### src/rtl/inst_rx_ctrl.sv
// -----------------------------------------------------------------------------
// inst_rx_ctrl
//
// Turns a stream of received UART bytes into 8-bit sequencer instructions.
// Each frame is two ASCII hex digits (high nibble first) followed by CR or LF.
// Decoded bytes are queued in a small FIFO. They are issued one at a time,
// with a minimum spacing between issue strobes. Issue stalls while the
// sequencer reports busy.
//
// Parameters
//   FIFO_DEPTH  instruction buffer entries (power of two, 2..16)
//   GAP_CYCLES  minimum clk cycles between consecutive o_inst_valid (1..255)
//
// Ports
//   clk           system clock
//   arst_n        asynchronous active-low reset
//   i_rx_data     received byte
//   i_rx_valid    one-cycle strobe qualifying i_rx_data
//   i_seq_busy    high blocks instruction issue
//   o_inst        last issued instruction (held between issues)
//   o_inst_valid  one-cycle issue strobe
//   o_fifo_empty  instruction buffer empty
//   o_fifo_full   instruction buffer full
//   o_inst_cnt    issued-instruction count, wraps 255 -> 0
//   o_err_cnt     saturating error count (only with INST_RX_ERRCNT_EN)
//
// Build option
//   INST_RX_ERRCNT_EN  when defined, adds the o_err_cnt port and its counter.
//                      Errors are discarded identically either way.
// -----------------------------------------------------------------------------
module inst_rx_ctrl #(
    parameter int FIFO_DEPTH = 4,
    parameter int GAP_CYCLES = 16
) (
    input  logic       clk,
    input  logic       arst_n,
    input  logic [7:0] i_rx_data,
    input  logic       i_rx_valid,
    input  logic       i_seq_busy,
    output logic [7:0] o_inst,
    output logic       o_inst_valid,
    output logic       o_fifo_empty,
    output logic       o_fifo_full,
`ifdef INST_RX_ERRCNT_EN
    output logic [7:0] o_inst_cnt,
    output logic [7:0] o_err_cnt
`else
    output logic [7:0] o_inst_cnt
`endif
);

    localparam int          PTR_W    = $clog2(FIFO_DEPTH);
    localparam logic [7:0]  GAP_LOAD = 8'(GAP_CYCLES);

    // -------------------------------------------------------------------------
    // Character classification
    // -------------------------------------------------------------------------
    function automatic logic is_hex(input logic [7:0] c);
        return ((c >= 8'h30) && (c <= 8'h39)) ||
               ((c >= 8'h41) && (c <= 8'h46)) ||
               ((c >= 8'h61) && (c <= 8'h66));
    endfunction

    function automatic logic is_term(input logic [7:0] c);
        return (c == 8'h0D) || (c == 8'h0A);
    endfunction

    // Digits carry their value in the low nibble. Both letter ranges have
    // 'A'/'a' at low nibble 1, so adding 9 gives 10..15.
    function automatic logic [3:0] hex_val(input logic [7:0] c);
        if (c[6]) begin
            return 4'(c[3:0] + 4'd9);
        end
        return c[3:0];
    endfunction

    // -------------------------------------------------------------------------
    // Frame parser
    // -------------------------------------------------------------------------
    typedef enum logic [1:0] {
        S_HI  = 2'd0,
        S_LO  = 2'd1,
        S_END = 2'd2
    } state_t;

    state_t     state;
    state_t     state_nxt;
    logic       latch_hi;
    logic       latch_lo;
    logic       push_req;
    logic       parse_err;
    logic [3:0] hi_nib;
    logic [3:0] lo_nib;

    always_ff @(posedge clk or negedge arst_n) begin
        if (!arst_n) begin
            state <= S_HI;
        end else begin
            state <= state_nxt;
        end
    end

    always_comb begin
        state_nxt = state;
        if (i_rx_valid) begin
            case (state)
                S_HI:    if (is_hex(i_rx_data)) state_nxt = S_LO;
                S_LO:    state_nxt = is_hex(i_rx_data) ? S_END : S_HI;
                S_END:   state_nxt = S_HI;
                default: state_nxt = S_HI;
            endcase
        end
    end

    always_comb begin
        latch_hi  = 1'b0;
        latch_lo  = 1'b0;
        push_req  = 1'b0;
        parse_err = 1'b0;
        if (i_rx_valid) begin
            case (state)
                S_HI: begin
                    // Stray CR/LF between frames is silently ignored.
                    if (is_hex(i_rx_data)) begin
                        latch_hi = 1'b1;
                    end else if (!is_term(i_rx_data)) begin
                        parse_err = 1'b1;
                    end
                end
                S_LO: begin
                    if (is_hex(i_rx_data)) begin
                        latch_lo = 1'b1;
                    end else begin
                        parse_err = 1'b1;
                    end
                end
                S_END: begin
                    if (is_term(i_rx_data)) begin
                        push_req = 1'b1;
                    end else begin
                        parse_err = 1'b1;
                    end
                end
                default: ;
            endcase
        end
    end

    // Nibble holding registers are pure data. A stale value can never be
    // pushed, because a push is only reachable through both latch states.
    always_ff @(posedge clk) begin
        if (latch_hi) hi_nib <= hex_val(i_rx_data);
        if (latch_lo) lo_nib <= hex_val(i_rx_data);
    end

    // -------------------------------------------------------------------------
    // Instruction FIFO (extra pointer bit separates full from empty)
    // -------------------------------------------------------------------------
    logic [7:0]     mem [FIFO_DEPTH];
    logic [PTR_W:0] wr_ptr;
    logic [PTR_W:0] rd_ptr;
    logic           fifo_empty;
    logic           fifo_full;
    logic           gap_ok;
    logic           pop;
    logic           push;
    logic           drop;

    assign fifo_empty = (wr_ptr == rd_ptr);
    assign fifo_full  = ((wr_ptr ^ rd_ptr) == {1'b1, {PTR_W{1'b0}}});

    assign pop  = !fifo_empty && gap_ok && !i_seq_busy;
    // When the FIFO is full, a same-cycle pop frees the head slot for the
    // incoming byte.
    assign push = push_req && (!fifo_full || pop);
    assign drop = push_req && fifo_full && !pop;

    always_ff @(posedge clk or negedge arst_n) begin
        if (!arst_n) begin
            wr_ptr <= '0;
            rd_ptr <= '0;
        end else begin
            if (push) wr_ptr <= wr_ptr + 1'b1;
            if (pop)  rd_ptr <= rd_ptr + 1'b1;
        end
    end

    // When full, push and pop can hit the same slot. The issue register
    // samples the old head before this write lands.
    always_ff @(posedge clk) begin
        if (push) mem[wr_ptr[PTR_W-1:0]] <= {hi_nib, lo_nib};
    end

    assign o_fifo_empty = fifo_empty;
    assign o_fifo_full  = fifo_full;

    // -------------------------------------------------------------------------
    // Issue spacing
    // -------------------------------------------------------------------------
    // The counter is loaded with GAP_CYCLES on the pop edge, which is the
    // same edge that raises o_inst_valid. It reaches zero GAP_CYCLES cycles
    // after that strobe. The pop for the next strobe happens one edge
    // earlier, so a pop is allowed once the counter is at 1 or below.
    logic [7:0] gap_cnt;

    assign gap_ok = (gap_cnt <= 8'd1);

    always_ff @(posedge clk or negedge arst_n) begin
        if (!arst_n) begin
            gap_cnt <= 8'd0;
        end else if (pop) begin
            gap_cnt <= GAP_LOAD;
        end else if (gap_cnt != 8'd0) begin
            gap_cnt <= gap_cnt - 8'd1;
        end
    end

    // -------------------------------------------------------------------------
    // Issue register stage: FIFO head -> o_inst / o_inst_valid
    // -------------------------------------------------------------------------
    always_ff @(posedge clk or negedge arst_n) begin
        if (!arst_n) begin
            o_inst       <= 8'h00;
            o_inst_valid <= 1'b0;
            o_inst_cnt   <= 8'h00;
        end else begin
            o_inst_valid <= pop;
            if (pop) begin
                o_inst     <= mem[rd_ptr[PTR_W-1:0]];
                o_inst_cnt <= o_inst_cnt + 8'd1;
            end
        end
    end

    // -------------------------------------------------------------------------
    // Error accounting
    // -------------------------------------------------------------------------
`ifdef INST_RX_ERRCNT_EN
    // A parse error and a full-FIFO drop cannot happen in the same cycle:
    // a drop needs a valid terminator in S_END, and that is not a parse error.
    logic err_evt;

    assign err_evt = parse_err | drop;

    always_ff @(posedge clk or negedge arst_n) begin
        if (!arst_n) begin
            o_err_cnt <= 8'h00;
        end else if (err_evt && (o_err_cnt != 8'hFF)) begin
            o_err_cnt <= o_err_cnt + 8'd1;
        end
    end
`else
    // Without the counter, error events only discard data.
    logic unused_err;

    assign unused_err = parse_err | drop;
`endif

endmodule

### config.mk
export PLATFORM = sky130hd
export DESIGN_NAME = inst_rx_ctrl
export DESIGN_NICKNAME = d
export VERILOG_FILES = /design/src/rtl/inst_rx_ctrl.sv
export SDC_FILE = /design/constraint.sdc
export NUM_CORES = 1
export LEC_CHECK = 0
export ABC_AREA = 1
export BUFFER_PORTS_ARGS = -buffer_cell sky130_fd_sc_hd__buf_2
export CORE_ASPECT_RATIO = 0.7
export CORE_MARGIN = 5
export CORE_UTILIZATION = 51
export CTS_CLUSTER_DIAMETER = 80
export DETAILED_ROUTE_END_ITERATION = 8
export GPL_TIMING_DRIVEN = 0
export PLACE_DENSITY = 0.7
export SYNTH_ARGS = -nofsm -noshare
export SYNTH_HDL_FRONTEND = slang
export SYNTH_SLANG_ARGS = --single-unit
### constraint.sdc
create_clock -name clk -period 2.9 [get_ports clk]
set_input_delay 0.29 -clock clk [delete_from_list [all_inputs] [get_ports clk]]
set_output_delay 0.29 -clock clk [all_outputs]
set_load 0.005 [all_outputs]
==> run summary, run 1 <==
outcome = finished clean
post-layout worst setup margin = 0.696 ns
max-slew violation count = 0
arrival time at the worst endpoint = 2.17 ns
final-layout fill cell count = 589
vias in the first global route = 2299
slew of the pin with the lowest slew margin = 0.760 ns
Final Hold Slack = 0.00478 ns
diodes inserted = 0
maximum clock insertion buffer count = 2
endpoint of the most critical setup path = mem[2][7]$_DFFE_PP_
combined global-route utilization of all metal layers = 16.7%
Worst slew margin = 49.2%
via count = 2359
share of the yosys chip area belonging to registers = 58.1%
Hold Buf Count CTS = 0
number of H-tree branching levels = 3
Top Usage Layer GRT = met2
maximum resistive drop on vdd = 0.411 mV
fin crit period = 2.20 ns
Clk Latency, worst-skew pair = 0.34 ns
count of endpoints failing setup in the final report = 0
Post-CTS Setup Bufs = 0
final cycle utilization of the critical path = 76.0%
via-per-instance ratio = 4.89
count of distinct cell types in the synthesized netlist = 32
global routing usage on met2 = 25.2%
pin count of the biggest net entering global routing = 34
startpoint of the worst-slack reg-to-reg timing path = gap_cnt[0]$_DFFE_PN0P_
number of flip-flops and latches in the synthesized netlist = 73
Leak Pwr = 1.83 nW
post-place setup slack = 0.708 ns
launching instance or port of the critical path = gap_cnt[0]$_DFFE_PN0P_
first-pass GRT wire length = 11000 µm
end-of-flow core utilization = 59.2%
type of destination of the critical path = flop
Synth warnings = 0
Pwr Density = 835 nW/µm²
count of non-filler cells in the finished layout = 482
Fin. Hold Viols = 0
number of nets in the layout = 408
die outline width = 109 µm
number of search-and-repair iterations in the first detailed-routing pass = 4
antenna violations before repair = 0
max-cap check violation count = 0
number of instances in the synthesized netlist = 343
WL/cell = 13.4 µm
total wire length = 6450 µm
total CTS buffers = 9
Total Die Area = 8620 µm²
mean cell area of the mapped netlist = 10.2 µm²
crit path max fanout = 8
post-synth net total = 368
final estimated routing congestion in global placement = 0.844
sink count of the clock tree = 73
minimum setup slack among reg-to-reg paths = 0.70 ns
number of DRC markers in iteration 0 = 78
die height = 79.2 µm
Reg clk slew, reported paths = 0.08 ns
Layout area overhead = 13.7%
DRC violations left = 0
initial core utilization = 52.1%
leftover overflow at the end of global routing = 0
classification of the worst-slack hold path = input pin to async pin
critical path startpoint category = flop
RSZ-0062 raised after global routing = no
fraction of final layout cells sized beyond drive strength 1 = 20.9%
post-CTS resize count = 0
Std-Cell Rows = 25
count of pins on the block boundary = 31
maximum achievable frequency = 454 MHz
Global Route met3 Usage = 5.44%
total standard cell area after synthesis = 3490 µm²
end of the worst register-to-register path = mem[2][7]$_DFFE_PP_
global routing met1 resource utilization = 23.4%
TNS Setup = 0 ns
most common cell after layout, fill and taps aside = nand2_1
CTS tree = built
required time worst endpoint = 2.86 ns
class of the most critical setup path = flop to flop
half-perimeter wire length after detailed placement = 4580 µm
setup clock skew after layout = 0.0121 ns
placed cell count = 466
cell at the root of the clock tree = clkbuf_8
depth of the most critical reg-to-reg path = 7
Final ANT Viol Nets = 0
Port-buffer cells = 29
most used cells in the layout excluding fill and tap cells = 74 x nand2_1, 40 x edfxtp_1, 37 x nor2_1, 34 x inv_1, 33 x dfrtp_1
area of the placeable core = 6690 µm²
## power breakdown
group	switching (mW)	leakage [nW]	internal (mW)
Combinational	0.646	0.947	0.443
Sequential	0.124	0.774	1.26
Clock	0.359	0.109	0.476
Total	1.13	1.83	2.18
## how the worst min path moves through the flow
| stage | from | to | slack [ns] | cells past startpoint |
|---|---|---|---|---|
| final | arst_n | o_inst_cnt[3]$_DFFE_PN0P_ | 0.005 | 1 |
| after detailed placement | arst_n | o_inst_cnt[4]$_DFFE_PN0P_ | 0.40 | 1 |
| after floorplan | arst_n | gap_cnt[0]$_DFFE_PN0P_ | -0.006 | 0 |
| after global routing | arst_n | o_inst_cnt[4]$_DFFE_PN0P_ | 0.06 | 1 |
| after CTS | arst_n | o_inst_cnt[4]$_DFFE_PN0P_ | 0.02 | 1 |
| after global placement | arst_n | o_inst_cnt[4]$_DFFE_PN0P_ | 0.39 | 1 |
## per-layer routing
layer  vias to the layer above  part of all wire (%)
met4                         0                  0.68
met2                        46                    45
met1                      1115                    50
li1                       1194                     -
met5                         -                     0
met3                         4                   4.6
## critical path, stage by stage (launching register included)
cell	delay, ns
dfrtp_1	0.39
inv_1	0.15
ha_1	0.25
or2_1	0.14
nand3_2	0.10
nand2_2	0.14
nand2_4	0.07
nor2_1	0.58
## sequential cells by signal, indices dropped and copies added, names as in the netlist
| signal | count |
|---|---|
| gap_cnt | 8 |
| hi_nib | 4 |
| lo_nib | 4 |
| mem | 32 |
| o_inst | 8 |
| o_inst_cnt | 8 |
| o_inst_valid | 1 |
| rd_ptr | 3 |
| state | 2 |
| wr_ptr | 3 |
## cells in the mapped netlist
master	count	area [µm²]
buf_2	3	15.0
o21ai_2	4	35.0
nor2_1	37	139
nand2_4	2	22.5
inv_4	1	6.26
nand2_2	6	37.5
inv_2	6	22.5
ha_1	13	163
o21ai_0	20	100
edfxtp_1	40	1200
o22ai_1	9	56.3
nor2_2	3	18.8
inv_6	2	17.5
nand4_1	3	18.8
o211ai_1	1	7.51
or2_1	1	6.26
a21oi_2	1	8.76
nand3_1	18	90.1
xor2_1	13	114
and2_1	1	6.26
o21ai_1	2	10.0
xnor2_2	1	16.3
a21boi_0	1	7.51
nand2_1	74	278
nand3_2	2	20.0
and3_1	1	6.26
dfrtp_1	33	826
nor3_1	1	5.00
inv_1	34	128
buf_6	6	67.6
xnor2_1	3	26.3
nor2_4	1	11.3
## stage by stage
stage	cell area [µm²]	total power, mW
2_1_floorplan	3490	2.18
3_3_place_gp	3750	2.48
3_5_place_dp	3750	2.50
4_1_cts	3970	3.35
5_1_grt	3970	3.56
6_report	3970	3.31
## final cells by class
class | instances | area (µm²) | area share [%]
inverter | 43 | 174 | 4.39
timing repair buffer | 29 | 145 | 3.66
sequential | 73 | 2030 | 51.1
clock inverter | 3 | 45.0 | 1.14
buffer | 9 | 82.6 | 2.08
multi-input combinational | 218 | 1200 | 30.4
clock buffer | 13 | 170 | 4.29
tap | 94 | 118 | 2.97
## kinds of logic after synthesis
logic type / Yosys count / share of synthesized area [%]
xor+xnor: 17 / 4.49
simple gates: 150 / 18.9
buf+inv: 52 / 7.36
flops: 73 / 58.1
fa+ha+maj: 13 / 4.66
compound gates: 38 / 6.46
Power figures use the tool's default switching activity.
==> run 2: changes to the inputs <==
--- a/config.mk
+++ b/config.mk
@@ -5,7 +5,7 @@
 export SDC_FILE = /design/constraint.sdc
 export NUM_CORES = 1
 export LEC_CHECK = 0
-export ABC_AREA = 1
+export ABC_AREA = 0
 export BUFFER_PORTS_ARGS = -buffer_cell sky130_fd_sc_hd__buf_2
 export CORE_ASPECT_RATIO = 0.7
 export CORE_MARGIN = 5
==> constraint.sdc (replaced) <==
create_clock -name clk -period 2.18 [get_ports clk]
set_input_delay 0.218 -clock clk [delete_from_list [all_inputs] [get_ports clk]]
set_output_delay 0.218 -clock clk [all_outputs]
set_load 0.005 [all_outputs]
==> run 2 against run 1 <==
Against the previous run: fmax up 5.3%; non-clock buffer count increased by 1; die area decreased by 5.2%; via count fell by 23%; combinational power decreased by 94%; design area down 3.8%; sequential share of layout area increased by 2.0 points; utilization is 1.8 points higher; count of clock-buffer cells in the layout is 3 lower; routed wire length shrank 17%; power down 17%; highest routed layer unchanged.
==> run summary, run 2 <==
setup clock skew after layout = 0.00950 ns (-0.00259 ns)
Layout area overhead = 16.2%
maximum achievable frequency = 478 MHz (+5.3%)
Port-buffer cells = 29 (unchanged)
Synth warnings = 0 (unchanged)
max FFs per register = 32 (unchanged)
Final Hold Slack = 0.171 ns (+0.166 ns)
critical path startpoint category = flop
WL/cell = 15.7 µm (+18%)
most common cell after layout, fill and taps aside = edfxtp_1
maximum clock insertion buffer count = 2 (unchanged)
share of the yosys chip area belonging to registers = 61.8% (+3.6 points)
cells along the critical path = buf_4 > xor2_1 > nor3b_4 > or2_1 > buf_6 > inv_6 > buf_12 > mux2_4
outcome = finished clean
Worst slew margin = 50.8% (+1.7 points)
die outline width = 106 µm (-2.7%)
class of the most critical setup path = flop to flop
area fraction of the dominant cell type after synthesis = 36.6% (+2.2 points)
area of the placeable core = 6250 µm² (-6.7%)
leftover overflow at the end of global routing = 0 (unchanged)
RSZ-0062 raised after global routing = yes
Total Die Area = 8160 µm² (-5.2%)
post-synthesis async set-or-reset flop share = 45.2% (unchanged)
gate family responsible for the most delay along the worst path = simple AND/OR/NAND/NOR gates
type of destination of the critical path = flop
DRC violations left = 0 (unchanged)
maximum resistive drop on vdd = 0.332 mV (-19%)
classification of the worst-slack hold path = input pin to flop
half-perimeter wire length after detailed placement = 3720 µm (-19%)
buffer and inverter count on the worst path = 4 (+3)
pin count of the biggest net entering global routing = 34 (unchanged)
Pwr Density = 719 nW/µm² (-14%)
diodes inserted = 0 (unchanged)
Layout Cell Area excl Fill = 3810 µm² (-3.8%)
count of flip-flops with a built-in enable after synthesis = 40 (unchanged)
sink count of the clock tree = 73 (unchanged)
post-synth net total = 238 (-35%)
mean cell area of the mapped netlist = 15.4 µm² (+52%)
initial core utilization = 52.5% (+0.45 points)
Std-Cell Rows = 24 (-4.0%)
final estimated routing congestion in global placement = 0.820 (-2.8%)
number of H-tree branching levels = 3 (unchanged)
cell at the root of the clock tree = clkbuf_8
via-per-instance ratio = 5.37 (+9.7%)
final cycle utilization of the critical path = 96.0% (+20 points)
Leak Pwr = 1.64 nW (-10%)
number of instances in the synthesized netlist = 213 (-38%)
number of nets in the layout = 282 (-31%)
total wire length = 5350 µm (-17%)
count of endpoints failing setup in the final report = 0 (unchanged)
number of flip-flops and latches in the synthesized netlist = 73 (unchanged)
first-pass GRT wire length = 8910 µm (-19%)
count of distinct cell types in the synthesized netlist = 45 (+41%)
library cell occupying the most area in the post-synthesis netlist = edfxtp_1
flip-flop cell with the highest count after synthesis = edfxtp_1
Clk Latency, worst-skew pair = 0.34 ns (about the same)
post-place setup slack = -0.341 ns (-1.05 ns)
crit path max fanout = 10 (+2)
library cell with the highest instance count after synthesis = edfxtp_1
required time worst endpoint = 2.40 ns (-0.46 ns)
cell type of the slowest stage on the worst timing path = nor3b_4
longest individual stage delay on the worst path = 0.40 ns (-0.18 ns)
via count = 1825 (-23%)
antenna violations before repair = 0 (unchanged)
fin crit period = 2.09 ns (-0.112 ns)
CTS tree = built
Reg clk slew, reported paths = 0.08 ns (about the same)
instance area at placement = 3520 µm² (-6.0%)
post-layout worst setup margin = 0.0874 ns (-0.608 ns)
Fin. Hold Viols = 0 (unchanged)
total CTS buffers = 9 (unchanged)
combined global-route utilization of all metal layers = 14.1% (-2.6 points)
die height = 77.1 µm (-2.6%)
max-cap check violation count = 0 (unchanged)
arrival time at the worst endpoint = 2.31 ns (+0.14 ns)
most used cells in the layout excluding fill and tap cells = 40 x edfxtp_1, 33 x dfrtp_1, 30 x buf_2, 13 x ha_1, 12 x xor2_1
Overall Power = 2.74 mW (-17%)
max-slew violation count = 0 (unchanged)
fraction of final layout cells sized beyond drive strength 1 = 27.9% (+7.0 points)
number of search-and-repair iterations in the first detailed-routing pass = 4 (unchanged)
vias in the first global route = 1710 (-26%)
number of DRC markers in iteration 0 = 63 (-19%)
top post-synthesis cells by count = 40 x edfxtp_1, 33 x dfrtp_1, 13 x ha_1
total standard cell area after synthesis = 3280 µm² (-5.9%)
Final ANT Viol Nets = 0 (unchanged)
count of pins on the block boundary = 31 (unchanged)
slew of the pin with the lowest slew margin = 0.738 ns (-0.0221 ns)
biggest area contributors in the synthesized netlist = edfxtp_1 37%, dfrtp_1 25%, mux4_1 6.4%
-- run 2: worst paths after layout --
kind                            cells past startpoint  slack (ns)                   endpoint                       from
worst max-delay path                                8        0.09      rd_ptr[1]$_DFFE_PN0P_      rd_ptr[1]$_DFFE_PN0P_
worst min-delay path                                4        0.17       state[0]$_DFFE_PN0P_                 i_rx_valid
worst max register to register                      8        0.09      rd_ptr[1]$_DFFE_PN0P_      rd_ptr[1]$_DFFE_PN0P_
worst min register to register                      1        0.46  o_inst_cnt[7]$_DFFE_PN0P_  o_inst_cnt[7]$_DFFE_PN0P_
max in group asynchronous                           2        1.23      o_inst[1]$_DFFE_PN0P_                     arst_n
min in group asynchronous                           2        0.48      o_inst[6]$_DFFE_PN0P_                     arst_n
-- run 2: per-stage QoR --
stage	setup TNS, ns	std cells	utilization, %
2_1_floorplan	0	213	-
4_1_cts	0	337	60.6
5_1_grt	-0.378	340	61.1
6_report	0	340	61.1
3_3_place_gp	-8.20	320	56.4
3_5_place_dp	-9.95	320	56.4
-- run 2: repair_timing --
item	4_1_cts	5_1_grt
hold buffers	1	0
pin swaps	0	1
resized for setup	6	2
hold endpoints to repair	33	0
setup endpoints to repair	33	36
setup buffers	0	3
-- run 2: worst register-to-register path, delay by kind of cell, from the launching register on --
family        cells  cell delay [ns]
xor+xnor          1             0.20
mux               1             0.29
buf+inv           4             0.52
simple gates      2             0.58
flops             1             0.39
-- run 2: metal layers --
layer,global-route usage [%],vias up,part of all wire [%]
li1,-,890,-
met1,20.7,890,51
met2,19.5,36,43
met3,5.03,9,4.4
met4,4.66,0,1.6
met5,0,-,0
-- run 2: cell type report --
class,instances,area [µm²]
timing repair buffer,33,178
multi-input combinational,125,1180
tap,78,97.6
clock inverter,6,106
clock buffer,10,128
inverter,9,38.8
buffer,6,58.8
fill,470,2430
sequential,73,2030
-- run 2: logic make-up after synthesis --
kind of cell / count (synthesis) / synth area share (%)
AOI/OAI and AO/OA: 17 / 3.55
xor gates and xnor gates: 21 / 5.83
adders and majority gates: 13 / 4.96
buffers and inverters: 15 / 2.97
DFF: 73 / 61.8
muxes: 21 / 11.3
and+or+nand+nor: 53 / 9.65
-- run 2: where the power goes --
part           total [mW]  internal (mW)  switching (mW)
combinational      0.0629         0.0233          0.0396
clock                1.22          0.754           0.465
sequential           1.46           1.45         0.00366
